### src/rtl/mips_cpu_muldiv_ctrl.sv
// HI/LO multiply/divide sequencer: shift-add multiply and restoring divide, one bit per cycle.
// Signed ops iterate on magnitudes and fix the signs in FINISH.
module mips_cpu_muldiv_ctrl #(
  parameter int WIDTH = 32
) (
  input  logic             clk,
  input  logic             reset_n,
  input  logic             start,
  input  logic [1:0]       op,
  input  logic [WIDTH-1:0] rs_content,
  input  logic [WIDTH-1:0] rt_content,
  input  logic             mthi,
  input  logic             mtlo,
  output logic [WIDTH-1:0] hi,
  output logic [WIDTH-1:0] lo,
  output logic             busy,
  output logic             done
);
  localparam int CW = (WIDTH > 1) ? $clog2(WIDTH) : 1;
  localparam logic [CW-1:0] LAST = CW'(WIDTH - 1);

  typedef enum logic [1:0] {IDLE, CALC, FINISH} state_t;
  state_t state, state_next;

  logic [WIDTH-1:0]   m_reg;
  logic [2*WIDTH-1:0] p_reg;
  logic [CW-1:0]      cnt;
  logic               div_op, neg_res, neg_rem, div_zero;

  logic               zero_div_in, rs_neg, rt_neg;
  logic [WIDTH-1:0]   rs_mag, rt_mag;

  assign zero_div_in = op[1] && (rt_content == '0);
  assign rs_neg      = op[0] && rs_content[WIDTH-1];
  assign rt_neg      = op[0] && rt_content[WIDTH-1];
  assign rs_mag      = rs_neg ? -rs_content : rs_content;
  assign rt_mag      = rt_neg ? -rt_content : rt_content;

  // p_reg holds {partial product, multiplier} or {partial remainder, dividend/quotient}
  logic [WIDTH:0]     mul_sum, div_tmp, div_diff;
  logic               div_ok;
  logic [WIDTH-1:0]   div_rem;
  logic [2*WIDTH-1:0] mul_next, div_next, prod_fix;
  logic [WIDTH-1:0]   quo_fix, rem_fix;

  assign mul_sum  = {1'b0, p_reg[2*WIDTH-1:WIDTH]} + (p_reg[0] ? {1'b0, m_reg} : {(WIDTH+1){1'b0}});
  assign mul_next = {mul_sum, p_reg[WIDTH-1:1]};
  assign div_tmp  = {p_reg[2*WIDTH-1:WIDTH], p_reg[WIDTH-1]};
  assign div_diff = div_tmp - {1'b0, m_reg};
  assign div_ok   = ~div_diff[WIDTH];
  assign div_rem  = div_ok ? div_diff[WIDTH-1:0] : div_tmp[WIDTH-1:0];
  assign div_next = {div_rem, p_reg[WIDTH-2:0], div_ok};
  assign prod_fix = neg_res ? -p_reg : p_reg;
  assign quo_fix  = neg_res ? -p_reg[WIDTH-1:0] : p_reg[WIDTH-1:0];
  assign rem_fix  = neg_rem ? -p_reg[2*WIDTH-1:WIDTH] : p_reg[2*WIDTH-1:WIDTH];

  always_ff @(posedge clk or negedge reset_n) begin
    if (!reset_n) state <= IDLE;
    else          state <= state_next;
  end

  always_comb begin
    state_next = state;
    busy       = (state != IDLE);
    case (state)
      IDLE:    if (start) state_next = zero_div_in ? FINISH : CALC;
      CALC:    if (cnt == LAST) state_next = FINISH;
      FINISH:  state_next = IDLE;
      default: state_next = IDLE;
    endcase
  end

  always_ff @(posedge clk or negedge reset_n) begin
    if (!reset_n) begin
      hi       <= '0;
      lo       <= '0;
      done     <= 1'b0;
      m_reg    <= '0;
      p_reg    <= '0;
      cnt      <= '0;
      div_op   <= 1'b0;
      neg_res  <= 1'b0;
      neg_rem  <= 1'b0;
      div_zero <= 1'b0;
    end else begin
      done <= 1'b0;
      case (state)
        IDLE: begin
          if (start) begin
            div_op   <= op[1];
            neg_res  <= rs_neg ^ rt_neg;
            neg_rem  <= rs_neg;
            div_zero <= zero_div_in;
            cnt      <= '0;
            if (zero_div_in) begin
              m_reg <= '0;
              p_reg <= {{WIDTH{1'b0}}, rs_content};
            end else if (op[1]) begin
              m_reg <= rt_mag;
              p_reg <= {{WIDTH{1'b0}}, rs_mag};
            end else begin
              m_reg <= rs_mag;
              p_reg <= {{WIDTH{1'b0}}, rt_mag};
            end
          end else begin
            if (mthi) hi <= rs_content;
            if (mtlo) lo <= rs_content;
          end
        end
        CALC: begin
          p_reg <= div_op ? div_next : mul_next;
          cnt   <= (cnt == LAST) ? '0 : cnt + 1'b1;
        end
        FINISH: begin
          done <= 1'b1;
          if (div_zero) begin
            hi <= p_reg[WIDTH-1:0];
            lo <= '1;
          end else if (div_op) begin
            hi <= rem_fix;
            lo <= quo_fix;
          end else begin
            hi <= prod_fix[2*WIDTH-1:WIDTH];
            lo <= prod_fix[WIDTH-1:0];
          end
        end
        default: ;
      endcase
    end
  end
endmodule

### config.mk
export PLATFORM = sky130hd
export DESIGN_NAME = mips_cpu_muldiv_ctrl
export DESIGN_NICKNAME = d
export VERILOG_FILES = /design/src/rtl/mips_cpu_muldiv_ctrl.sv
export SDC_FILE = /design/constraint.sdc
export NUM_CORES = 1
export LEC_CHECK = 0
export BUFFER_PORTS_ARGS = -buffer_cell sky130_fd_sc_hd__buf_4
export CAP_MARGIN = 20
export CORE_MARGIN = 2
export CORE_UTILIZATION = 35
export CTS_CLUSTER_DIAMETER = 40
export CTS_CLUSTER_SIZE = 8
export DETAILED_ROUTE_END_ITERATION = 10
export GPL_TIMING_DRIVEN = 0
export PLACE_DENSITY = 0.55
export REMOVE_ABC_BUFFERS = 1
export SKIP_CTS_REPAIR_TIMING = 1
export SYNTH_ARGS = -nofsm -noshare
export SYNTH_HDL_FRONTEND = slang
export SYNTH_SLANG_ARGS = --single-unit
### constraint.sdc
create_clock -name clk -period 3.8 [get_ports clk]
set_input_delay 0.38 -clock clk [delete_from_list [all_inputs] [get_ports clk]]
set_output_delay 0.38 -clock clk [all_outputs]
set_load 0.05 [all_outputs]
==> out/summary.json, run 1 <==
{
  "result_of_the_run": "finished, final reports clean",
  "synth.top_cells.by_area": "sky130_fd_sc_hd__dfrtp_1, sky130_fd_sc_hd__o21ai_0, sky130_fd_sc_hd__xnor2_1",
  "tritoncts_num_sinks": 172,
  "hold_slack_ps": 178.4,
  "starting_utilization_of_the_core_area_pct": 35.22,
  "preCtsSetupSlack_ps": -933.2,
  "final_cell_mix": "sky130_fd_sc_hd__o21ai_0, sky130_fd_sc_hd__nand2_1, sky130_fd_sc_hd__nor2_1",
  "viasPerCell": 5.934,
  "drc_errors": 0,
  "crit_path_start_kind": "register",
  "initial_antenna_violation_count": 2,
  "clock_power_share_pct": 9.4,
  "cts.root.buffer_cell": "sky130_fd_sc_hd__clkbuf_16",
  "dpl.hpwl_um": 44880,
  "layout.area.seq_mm2": 0.004317,
  "cts.path.max_buffers": 2,
  "routabilityCongestion": 0.9268,
  "fin_skew_ps": 10.90,
  "synth.yosys.seq_area_share_pct": 27.10,
  "final_max_slew_viol_count": 0,
  "synthesis.area_mm2": 0.01588,
  "worst_path_max_delay_cell": "sky130_fd_sc_hd__dfrtp_2",
  "worst-setup-path-type": "register to register",
  "area_growth_syn_to_layout_pct": 14.07,
  "clock_insertion_delay_worst_skew_ps": 470,
  "max_ffs_per_register": 64,
  "post_synthesis_cell_type_count": 86,
  "timing.critical_path.fanout_max": 8,
  "switching_power_uw": 10320,
  "cp_required_ps": 4160,
  "avgSynthCellArea_um2": 7.823,
  "number_of_global_route_vias_before_repair": 14970,
  "synthFlopType": "sky130_fd_sc_hd__dfrtp_1",
  "top_level_ports": 137,
  "grt_setup_unrepaired": "no",
  "grt_remaining_overflow": 0,
  "cts_tree": "done",
  "totalWireLength_um": 59690,
  "netlist.top_cell.by_area": "sky130_fd_sc_hd__dfrtp_1",
  "mostFrequentLayoutCell": "sky130_fd_sc_hd__o21ai_0",
  "fin_crit_sh_pct": 96.14,
  "grt_pass1_wl_um": 91210,
  "cts.reportedPaths.clkPinSlew_ps": 70,
  "endpoint_kind": "register",
  "synth_cells": 2030,
  "fp.dieArea_mm2": 0.04709,
  "asyncSetResetFlopFracSynth_pct": 100.0,
  "yosys_register_bits": 172,
  "synth_top_area_share_pct": 27.10,
  "type_of_the_tightest_min_delay_check": "input port to register",
  "totalPowerFinal_uw": 19480,
  "core.rowCount": 78,
  "power.share.combinational_pct": 68.3,
  "timing.critical_path.arrival_ps": 4010,
  "slew_headroom_pct": 26.04,
  "totalNegativeSetupSlack_ps": 0,
  "gr_usage_total_pct": 25.06,
  "timing.final.hold_violations": 0,
  "drive_gt1_share_pct": 12.93,
  "power_switching_share_pct": 52.96,
  "route.vias.total": 15820,
  "seqPwrFrac_pct": 22.3,
  "post-route-min-period_ps": 3653,
  "synth_edf_count": 0,
  "routed_wire_per_std_cell_um": 22.39,
  "first_iter_violations": 1511,
  "max_freq_mhz": 273.7,
  "p_int_uw": 9165,
  "power.leakage_uw": 0.007438,
  "floorplan.die.width_um": 217.0,
  "filler_cell_count": 4625,
  "grt_max_degree": 106,
  "fin_ws_ps": 146.7,
  "design.core.area_mm2": 0.04509,
  "die_h_um": 217.0,
  "count_of_warnings_emitted_by_yosys": 0,
  "critical-path-max-stage-delay_ps": 490,
  "cts-htree-levels": 4,
  "port_buffers": 136,
  "cap_viol_max_count": 0,
  "cts_made_buffers": 17,
  "p_per_area_mw_per_mm2": 1075,
  "first_pass_iters": 6,
  "tightest_slew_ps": 1101,
  "power.ir.vdd_worst_uv": 423.4,
  "finish.net_count": 2195,
  "critical_path.cell_chain": "ha_1, a21o_1, or3_1, o21ai_2, o21ai_1, a211o_2, a21oi_2, mux2_2, or4b_1, and3_1",
  "timing.final.setup_violations": 0,
  "drt.antenna.violating_nets": 0,
  "area_of_combinational_cells_with_multiple_inputs_mm2": 0.01078
}
## metrics by stage
stage	std cells	util [%]	instance area [µm²]
final	2666	40.18	18110
after global routing	2665	40.17	18110
after CTS	2660	39.94	18010
after detailed placement	2628	38.65	17430
after global placement	2613	37.75	17020
after floorplan	1877	-	15250
## Yosys cell counts (11+ instances only)
cell                       count
sky130_fd_sc_hd__a211oi_1     42
sky130_fd_sc_hd__a21o_1       36
sky130_fd_sc_hd__a21oi_1     123
sky130_fd_sc_hd__a222oi_1     18
sky130_fd_sc_hd__a22oi_1      55
sky130_fd_sc_hd__a31oi_1      11
sky130_fd_sc_hd__and2_1       14
sky130_fd_sc_hd__buf_2        12
sky130_fd_sc_hd__clkbuf_1    127
sky130_fd_sc_hd__dfrtp_1     172
sky130_fd_sc_hd__ha_1         70
sky130_fd_sc_hd__inv_1        67
sky130_fd_sc_hd__mux2_2       15
sky130_fd_sc_hd__mux2i_1      48
sky130_fd_sc_hd__nand2_1     203
sky130_fd_sc_hd__nand2b_1     16
sky130_fd_sc_hd__nand3_1      36
sky130_fd_sc_hd__nand4_1      17
sky130_fd_sc_hd__nor2_1      169
sky130_fd_sc_hd__nor2b_1      27
sky130_fd_sc_hd__nor3_1       46
sky130_fd_sc_hd__o211ai_1     26
sky130_fd_sc_hd__o21a_1       14
sky130_fd_sc_hd__o21ai_0     216
sky130_fd_sc_hd__o21ai_1      11
sky130_fd_sc_hd__o221ai_1     14
sky130_fd_sc_hd__o22ai_1      19
sky130_fd_sc_hd__o31ai_1      36
sky130_fd_sc_hd__or2_2        16
sky130_fd_sc_hd__or3_1        34
sky130_fd_sc_hd__xnor2_1     104
sky130_fd_sc_hd__xor2_1       64
## worst paths after layout
kind	end	cells after the start	startpoint	slack, ps
worst max-delay path	p_reg[63]	10	p_reg[36]	150
worst min-delay path	lo[0]	3	rs_content[0]	180
worst max register to register	p_reg[63]	10	p_reg[36]	150
worst min register to register	m_reg[5]	1	m_reg[5]	480
max in group asynchronous	div_zero	4	reset_n	2390
min in group asynchronous	p_reg[39]	2	reset_n	360
## area by class of cell
| type | count | area share, % |
|---|---|---|
| Timing Repair Buffer | 156 | 7.888 |
| Antenna cell | 1 | 0.01381 |
| Multi-Input combinational cell | 1638 | 59.52 |
| Sequential cell | 172 | 23.83 |
| Clock inverter | 12 | 0.8081 |
| Inverter | 67 | 1.388 |
| Clock buffer | 20 | 2.411 |
| Tap cell | 600 | 4.144 |
## critical path, delay by kind of cell, from the launching register on
| family | cells | cell delay [ps] |
|---|---|---|
| AOI/OAI and AO/OA | 5 | 1280 |
| and+or+nand+nor | 3 | 1020 |
| DFF | 1 | 490 |
| adders and majority gates | 1 | 400 |
| muxes | 1 | 370 |
## power groups by stage
stage | Combinational [µW] | Sequential (µW) | Clock, µW
6_report | 13300 | 4340 | 1840
4_1_cts | 13000 | 4280 | 1870
3_3_place_gp | 12300 | 4370 | 0
3_5_place_dp | 13000 | 4310 | 0
5_1_grt | 14500 | 4450 | 1940
2_1_floorplan | 8190 | 5010 | 0
## routing by layer
layer | vias to the layer above | part of all wire (%) | GRT usage [%]
met2 | 575 | 45 | 39.85
met5 | - | 0.017 | 0
li1 | 7450 | - | -
met3 | 116 | 6.0 | 2.879
met4 | 2 | 3.5 | 10.34
met1 | 7676 | 45 | 34.53
## logic make-up (layout without fill, tap and decap cells)
| group | count (synthesis) | after routing | share of synthesized area, % |
|---|---|---|---|
| flip-flops | 172 | 172 | 27.10 |
| AO/OA/AOI/OAI | 704 | 704 | 28.92 |
| XOR/XNOR | 168 | 168 | 9.266 |
| adder cells (fa/ha/maj) | 72 | 72 | 5.767 |
| AND/OR/NAND/NOR | 631 | 631 | 19.30 |
| other | 0 | 1 | 0 |
| buffers and inverters | 220 | 255 | 5.555 |
| multiplexers | 63 | 63 | 4.089 |
Note: power is estimated with default switching activity, not from simulation.
==> run 2, diff against run 1 <==
- GPL_TIMING_DRIVEN: 0 -> unset
==> out/summary.json, run 2 (synthesis gave the netlist of run 1 again) <==
{
  "result_of_the_run": "finished, final reports clean",
  "cts.path.max_buffers": {"value": 2, "change": "unchanged"},
  "drc_errors": {"value": 0, "change": "unchanged"},
  "timing.final.setup_violations": {"value": 0, "change": "unchanged"},
  "drive_gt1_share": {"value": 15.18, "unit": "%", "change": "+2.2 points"},
  "grt_pass1_wl": {"value": 94440, "unit": "µm", "change": "+3.5%"},
  "worst-setup-path-type": "register to register",
  "antenna_cells": {"value": 0, "change": "-1"},
  "tightest_slew": {"value": 1137, "unit": "ps", "change": "+35.85 ps"},
  "route.vias.total": {"value": 16130, "change": "+2.0%"},
  "cts.reportedPaths.clkPinSlew": {"value": 70, "unit": "ps", "change": "about the same"},
  "fin_ws": {"value": 207.9, "unit": "ps", "change": "+61.13 ps"},
  "floorplan.die.width": {"value": 217.0, "unit": "µm", "change": "unchanged"},
  "timing.final.hold_violations": {"value": 0, "change": "unchanged"},
  "die_h": {"value": 217.0, "unit": "µm", "change": "unchanged"},
  "area_growth_syn_to_layout_pct": 15.42,
  "port_buffers": {"value": 136, "change": "unchanged"},
  "fin_cells": {"value": 2735, "change": "+2.6%"},
  "routabilityCongestion": {"value": 0.9646, "change": "+4.1%"},
  "timing.critical_path.fanout_max": {"value": 3, "change": "-5"},
  "grt_max_degree": {"value": 93, "change": "-12%"},
  "startpoint": "m_reg[5]",
  "grt_setup_unrepaired": "no",
  "mostFrequentLayoutCell": "sky130_fd_sc_hd__buf_4",
  "viasPerCell": {"value": 5.898, "change": "-0.59%"},
  "first_iter_violations": {"value": 1614, "change": "+6.8%"},
  "worst_hold_startpoint": "rs_content[1]",
  "endpoint_kind": "register",
  "totalWireLength": {"value": 62210, "unit": "µm", "change": "+4.2%"},
  "finish.net_count": {"value": 2265, "change": "+3.2%"},
  "preCtsSetupSlack": {"value": 193.7, "unit": "ps", "change": "+1127 ps"},
  "tritoncts_num_sinks": {"value": 172, "change": "unchanged"},
  "cts.root.buffer_cell": "sky130_fd_sc_hd__clkbuf_16",
  "r2r_setup_slk": {"value": 210, "unit": "ps", "change": "+60 ps"},
  "core.rowCount": {"value": 78, "change": "unchanged"},
  "r2r.worst_path.cells": {"value": 11, "change": "+1"},
  "dpl.hpwl": {"value": 47460, "unit": "µm", "change": "+5.7%"},
  "initial_antenna_violation_count": {"value": 1, "change": "-1"},
  "fin_crit_sh": {"value": 94.53, "unit": "%", "change": "-1.6 points"},
  "timing.critical_path.arrival": {"value": 3950, "unit": "ps", "change": "-60 ps"},
  "power.ir.vdd_worst": {"value": 484.9, "unit": "µV", "change": "+15%"},
  "crit_path_start_kind": "register",
  "gr_usage_total": {"value": 26.13, "unit": "%", "change": "+1.1 points"},
  "drt.antenna.violating_nets": {"value": 0, "change": "unchanged"},
  "fin_skew": {"value": 17.08, "unit": "ps", "change": "+6.175 ps"},
  "cap_viol_max_count": {"value": 0, "change": "unchanged"},
  "max_ffs_per_register": {"value": 64, "change": "unchanged"},
  "cts-htree-levels": {"value": 4, "change": "unchanged"},
  "clock_insertion_delay_worst_skew": {"value": 480, "unit": "ps", "change": "about the same"},
  "first_pass_iters": {"value": 5, "change": "-1"},
  "final_cell_mix": "sky130_fd_sc_hd__buf_4, sky130_fd_sc_hd__o21ai_0, sky130_fd_sc_hd__nand2_1",
  "reg2reg_from": "m_reg[5]",
  "hold_ep": "lo[1]",
  "cp_required": {"value": 4160, "unit": "ps", "change": "about the same"},
  "starting_utilization_of_the_core_area": {"value": 35.22, "unit": "%", "change": "unchanged"},
  "p_per_area": {"value": 1078, "unit": "mW/mm²", "change": "+0.27%"},
  "grt_remaining_overflow": {"value": 0, "change": "unchanged"},
  "worst_r2r_end": "p_reg[63]",
  "type_of_the_tightest_min_delay_check": "input port to register",
  "design.core.area": {"value": 0.04509, "unit": "mm²", "change": "unchanged"},
  "final_max_slew_viol_count": {"value": 0, "change": "unchanged"},
  "top_level_ports": {"value": 137, "change": "unchanged"},
  "fp.dieArea": {"value": 0.04709, "unit": "mm²", "change": "unchanged"},
  "max_freq": {"value": 278.4, "unit": "MHz", "change": "+1.7%"},
  "whs_path_depth": {"value": 3, "change": "unchanged"},
  "slew_headroom": {"value": 24.22, "unit": "%", "change": "-1.8 points"},
  "cts_tree": "done",
  "number_of_global_route_vias_before_repair": {"value": 15270, "change": "+2.0%"},
  "dpl.cell_count": {"value": 2702, "change": "+2.8%"},
  "totalPowerFinal": {"value": 19760, "unit": "µW", "change": "+1.5%"},
  "routed_wire_per_std_cell": {"value": 22.75, "unit": "µm", "change": "+1.6%"},
  "power.leakage": {"value": 0.007683, "unit": "µW", "change": "+3.3%"},
  "cts_made_buffers": {"value": 17, "change": "unchanged"},
  "post-route-min-period": {"value": 3592, "unit": "ps", "change": "-61.13 ps"}
}
==> run 2: per-layer routing <==
metal / global-route usage [%] / vias to the layer above / wire length [µm]
met5: 0 / - / 0
met4: 10.46 / 0 / 2127
met3: 3.508 / 111 / 3957
met2: 41.22 / 600 / 28100
met1: 36.07 / 7846 / 28030
li1: - / 7575 / -
==> run 2: critical path: stages, from the launching register on <==
cell and delay (ps):
sky130_fd_sc_hd__dfrtp_1 350, sky130_fd_sc_hd__inv_1 60, sky130_fd_sc_hd__ha_1 300, sky130_fd_sc_hd__a21o_1 190
sky130_fd_sc_hd__or3_1 360, sky130_fd_sc_hd__o21ai_0 370, sky130_fd_sc_hd__o21ai_1 190, sky130_fd_sc_hd__a211o_2 360
sky130_fd_sc_hd__a21oi_1 270, sky130_fd_sc_hd__mux2_2 380, sky130_fd_sc_hd__or4b_1 490, sky130_fd_sc_hd__and3_1 170
==> run 2: layout make-up <==
class                           count  area (µm²)
Timing Repair Buffer              226        1743
Sequential cell                   172        4305
Clock buffer                       19       442.9
Inverter                           67       255.2
Tap cell                          600       750.7
Multi-Input combinational cell   1638       10720
Fill cell                        4680       26760
Clock inverter                     13       116.4
==> run 2: how the worst max path moves through the flow <==
stage	endpoint	slack, ps	depth (start not counted)
2_1_floorplan	p_reg[50]	-690	12
3_3_place_gp	p_reg[63]	270	11
3_5_place_dp	p_reg[63]	190	11
4_1_cts	p_reg[63]	160	11
5_1_grt	p_reg[62]	2	13
6_report	p_reg[63]	210	11
==> run 2: through the flow <==
step / util, % / setup TNS, ps / instance area [µm²] / hold WS, ps
after floorplan: - / -17450 / 15250 / 84.41
final: 40.65 / 0 / 18330 / 191.8
after global routing: 40.65 / 0 / 18330 / 203.1
after detailed placement: 39.38 / 0 / 17760 / 454.7
after CTS: 40.62 / 0 / 18320 / -41.78
after global placement: 39.38 / 0 / 17760 / 464.9
==> run 2: where the power goes <==
group          internal, µW  switching, µW
Combinational          5490           8600
Sequential             2800           1110
Clock                   922            846
